$ cat src/rtl/mux_rr_arbiter.sv
// Round-robin arbiter + 4:1 mux sharing one output channel among four requesters.
// Latency: req-to-grant 1 cycle; out/out_valid combinational from registered select.
// Backpressure: ready=0 freezes the tenure indefinitely; tenure capped at MAX_HOLD transfers only under contention.
//
// Ports:
//   clk, rst_n       clock (rising edge), asynchronous active-low reset
//   req[3:0]         per-requester valid; in0..in3 are the matching data words
//   ready            downstream accepts out this cycle
//   select[1:0]      registered index of current/last grantee (drives the mux)
//   grant[3:0]       registered one-hot grant, zero when idle
//   out, out_valid   muxed data and its valid toward downstream
module mux_rr_arbiter #(
   parameter int DATA_WIDTH = 8,
   parameter int MAX_HOLD   = 4
) (
   input  logic                  clk,
   input  logic                  rst_n,
   input  logic [3:0]            req,
   input  logic [DATA_WIDTH-1:0] in0,
   input  logic [DATA_WIDTH-1:0] in1,
   input  logic [DATA_WIDTH-1:0] in2,
   input  logic [DATA_WIDTH-1:0] in3,
   input  logic                  ready,
   output logic [1:0]            select,
   output logic [3:0]            grant,
   output logic [DATA_WIDTH-1:0] out,
   output logic                  out_valid
);

   localparam int HW = $clog2(MAX_HOLD + 1);

   localparam logic [0:0] ST_IDLE  = 1'b0;
   localparam logic [0:0] ST_GRANT = 1'b1;

   logic [0:0]    state_q, state_d;
   logic [1:0]    sel_q, sel_d;
   logic [3:0]    grant_q, grant_d;
   logic [1:0]    ptr_q, ptr_d;
   logic [HW-1:0] hold_q, hold_d;

   logic          xfer;
   logic          others;
   logic          limit;
   logic          release_g;
   logic [1:0]    search_ptr;
   logic [2:0]    pick;      // {found, index}

   // First requester at or after p, wrapping mod 4. Iterating from the far end
   // lets the nearest hit overwrite earlier ones.
   function automatic logic [2:0] rr_pick(input logic [3:0] r, input logic [1:0] p);
      logic [2:0] res;
      logic [1:0] idx;
      res = 3'b000;
      for (int k = 3; k >= 0; k--) begin
         idx = p + 2'(k);
         if (r[idx]) res = {1'b1, idx};
      end
      return res;
   endfunction

   assign out_valid = (state_q == ST_GRANT) && req[sel_q];
   assign xfer      = out_valid && ready;
   assign others    = |(req & ~grant_q);
   assign limit     = xfer && (hold_q == HW'(MAX_HOLD - 1));
   assign release_g = !req[sel_q] || (limit && others);

   // On release the search restarts just past the grantee, so the grantee's own
   // request (if still high) is the last candidate considered.
   assign search_ptr = (state_q == ST_GRANT) ? (sel_q + 2'd1) : ptr_q;
   assign pick       = rr_pick(req, search_ptr);

   always_comb begin
      state_d = state_q;
      sel_d   = sel_q;
      grant_d = grant_q;
      ptr_d   = ptr_q;
      hold_d  = hold_q;
      case (state_q)
         ST_IDLE: begin
            if (pick[2]) begin
               state_d = ST_GRANT;
               sel_d   = pick[1:0];
               grant_d = 4'b0001 << pick[1:0];
               hold_d  = '0;
            end
         end
         ST_GRANT: begin
            if (release_g) begin
               ptr_d  = sel_q + 2'd1;
               hold_d = '0;
               if (pick[2]) begin
                  sel_d   = pick[1:0];
                  grant_d = 4'b0001 << pick[1:0];
               end else begin
                  state_d = ST_IDLE;
                  grant_d = 4'b0000;
               end
            end else if (limit) begin
               // Sole requester: restart the tenure count rather than preempt.
               hold_d = '0;
            end else if (xfer) begin
               hold_d = hold_q + HW'(1);
            end
         end
         default: begin
            state_d = ST_IDLE;
            grant_d = 4'b0000;
         end
      endcase
   end

   always_ff @(posedge clk or negedge rst_n) begin
      if (!rst_n) begin
         state_q <= ST_IDLE;
         sel_q   <= 2'd0;
         grant_q <= 4'b0000;
         ptr_q   <= 2'd0;
         hold_q  <= '0;
      end else begin
         state_q <= state_d;
         sel_q   <= sel_d;
         grant_q <= grant_d;
         ptr_q   <= ptr_d;
         hold_q  <= hold_d;
      end
   end

   assign select = sel_q;
   assign grant  = grant_q;

   always_comb begin
      case (sel_q)
         2'd0:    out = in0;
         2'd1:    out = in1;
         2'd2:    out = in2;
         default: out = in3;
      endcase
   end

endmodule

$ cat config.mk
export PLATFORM = sky130hd
export DESIGN_NAME = mux_rr_arbiter
export DESIGN_NICKNAME = d
export VERILOG_FILES = /design/src/rtl/mux_rr_arbiter.sv
export SDC_FILE = /design/constraint.sdc
export NUM_CORES = 1
export LEC_CHECK = 0
export BUFFER_PORTS_ARGS = -buffer_cell sky130_fd_sc_hd__buf_2
export CORE_MARGIN = 4
export CORE_UTILIZATION = 30
export DETAILED_ROUTE_END_ITERATION = 8
export GPL_ROUTABILITY_DRIVEN = 0
export HOLD_SLACK_MARGIN = 0.06
export MAX_ROUTING_LAYER = met4
export REMOVE_ABC_BUFFERS = 1
export SLEW_MARGIN = 0
export SYNTH_ARGS = -nofsm -noshare
export SYNTH_HDL_FRONTEND = slang
export SYNTH_SLANG_ARGS = --single-unit
export TNS_END_PERCENT = 50
$ cat constraint.sdc
create_clock -name clk -period 2.7 [get_ports clk]
set_clock_uncertainty 0.15 [all_clocks]
set_input_delay 0.405 -clock clk [delete_from_list [all_inputs] [get_ports clk]]
set_output_delay 0.405 -clock clk [all_outputs]
set_load 0.02 [all_outputs]
==> reports/metrics.yaml <==
arrival_ps: 2480
drt_iter0_drc: 31
tightest_slew_ps: 495
drt_pass1_iterations: 4
finalHoldViolCount: 0
core_area_um2: 3100
dieArea_um2: 4290
io_buffers: 53
clockBufferDepth: 2
ios: 54
final_max_slew_viol_count: 0
cts_sinks: 12
num_vias: 1026
min_period_over_period_pct: 90.8
crit_start: "select[0]$_DFFE_PN0P_"
drive_gt1_share_pct: 41.1
yosysWarnings: 0
min_from: "hold_q[2]$_DFFE_PN0P_"
slew_headroom_pct: 66.8
path_clk_slew_ps: 80
fin_tns_setup_ps: 0
die_y_um: 65.5
path_cells: "inv_1 > ha_1 > mux2_4 > or4_4 > and3_4 > o32ai_1"
cts_root_buf: "clkbuf_4"
cts_buffers: 3
crit_slowest_cell: "or4_4"
worstSetupEndpointType: "register"
crit_required_ps: 2730
ir_drop_uv: 370
crit_type: "reg -> reg"
die_w_um: 65.5
finalSetupViolCount: 0
final_nets: 203
syn_area_um2: 992
antenna_cells: 0
status: "complete, no violations"
grt_max_degree: 13
rows: 20
routedWlPerCell_um: 13.5
multiInputGateArea_um2: 598
ys_seq_elements: 12
mostFrequentLayoutCell: "buf_2"
fillers: 312
grt_pass1_vias: 1071
cp_slowest_stage_delay_ps: 530
place_inst: 197
grt_pass1_wl_um: 4530
detailed_place_hpwl_um: 2260
r2r-start: "select[0]$_DFFE_PN0P_"
final_cells: 202
critPathLaunchType: "register"
maxCapViolCount: 0
via_per_inst: 5.08
power_uw: 1490
antenna_left: 0
finalHoldWorstSlack_ps: 331
grt_remaining_overflow: 0
avgSynthCellArea_um2: 9.45
final_cell_mix: "53 x buf_2, 17 x inv_1, 12 x dfrtp_1, 11 x mux2i_1, 8 x a222oi_1"
syn2layout_area_growth_pct: 34.7
rsz0062_at_grt: "false"
p_per_area_nw_per_um2: 1110
critical_path_peak_fanout: 7
grt_usage_pct: 13.4
holdCritPathClass: "reg -> reg"
antenna_found_initial: 0
syn_inst: 105
fmaxAchievable_ghz: 0.408
leakage_uw: 0.000689
synth_cell_types: 36
finalWirelength_um: 2720
clock_latency_ps: 270
yosysSeqAreaShare_pct: 30.3
htreeDepth: 1
period_needed_ps: 2450
regArea_um2: 300
initial_utilization_pct: 32.0
cts_tree: "done"
drcViolationCount: 0
==> flip-flops by register name (all words and copies together) (netlist names) <==
register / count
grant: 4
hold_q: 3
ptr_q: 2
select: 2
state_q: 1
==> cell families (layout without fill, tap and decap cells) <==
family	Yosys count	count (layout)	share of synthesized area, %
AO/OA/AOI/OAI	28	28	23.7
buffers and inverters	23	76	9.46
AND/OR/NAND/NOR	22	22	13.1
multiplexers	15	15	17.1
flip-flops	12	12	30.3
adder cells (fa/ha/maj)	5	5	6.31
==> Yosys cell counts, drive strengths merged <==
library cell / instances / area (µm²)
a21oi: 1 / 5.00
a222oi: 8 / 80.1
a22o: 1 / 8.76
a22oi: 1 / 7.51
and2: 2 / 12.5
and3: 1 / 11.3
and3b: 1 / 8.76
buf: 1 / 11.3
clkbuf: 5 / 18.8
dfrtp: 12 / 300
ha: 5 / 62.6
inv: 17 / 63.8
mux2: 3 / 37.5
mux2i: 11 / 110
mux4: 1 / 22.5
nand2: 3 / 11.3
nand2b: 1 / 6.26
nand3: 1 / 5.00
nor2: 4 / 15.0
nor2b: 4 / 25.0
nor3: 2 / 10.0
o211ai: 2 / 15.0
o21a: 1 / 7.51
o21ai: 3 / 15.0
o21bai: 1 / 7.51
o22a: 2 / 17.5
o22ai: 1 / 6.26
o311a: 1 / 10.0
o311ai: 1 / 8.76
o32ai: 4 / 35.0
o41a: 1 / 11.3
or2: 1 / 6.26
or4: 2 / 18.8
==> layer usage <==
| metal | vias to the layer above | global-route usage (%) | share of wire (%) |
|---|---|---|---|
| met3 | 4 | 4.10 | 14 |
| met5 | - | - | 0 |
| li1 | 504 | - | - |
| met2 | 60 | 21.9 | 42 |
| met1 | 458 | 15.6 | 43 |
| met4 | 0 | 4.66 | 0.66 |
==> repair_timing <==
action                    4_1_cts  5_1_grt
hold buffers                    1        0
buffers inserted                0        0
hold endpoints to repair       12        0
gates resized for setup         0        0
==> worst max-delay path, delay by kind of cell, from the launching register on <==
kind            cells  cell delay (ps)
simple gates        2              720
flops               1              460
fa+ha+maj           1              330
mux                 1              300
compound gates      1              270
buf+inv             1              130
==> stage by stage <==
step	worst slack (ps)	area (µm²)	utilization, %
6_report	248	1340	43.1
5_1_grt	134	1340	43.1
4_1_cts	231	1340	43.1
3_5_place_dp	272	1290	41.6
3_3_place_gp	367	1290	41.6
2_1_floorplan	272	962	-
==> area by class of cell <==
cell class | instances | area share [%]
inverters | 17 | 4.78
clock buffers | 4 | 2.72
multi-input cells | 70 | 44.8
flip-flops and latches | 12 | 22.5
well taps | 44 | 4.12
repair buffers | 55 | 21.2
==> worst paths after layout <==
check,end,slack [ps],cells after the start
setup / recovery,grant[3]$_DFFE_PN0P_,250,6
hold / removal,hold_q[2]$_DFFE_PN0P_,330,1
setup reg to reg,grant[3]$_DFFE_PN0P_,250,6
hold reg to reg,hold_q[2]$_DFFE_PN0P_,330,1
max in group asynchronous,ptr_q[0]$_DFFE_PN0P_,1790,2
min in group asynchronous,grant[0]$_DFFE_PN0P_,390,2
==> power breakdown <==
group / switching, µW / internal [µW]
Combinational: 583 / 449
Sequential: 59.7 / 248
Clock: 63.7 / 82.0
Total: 706 / 779
Power figures use the tool's default switching activity.
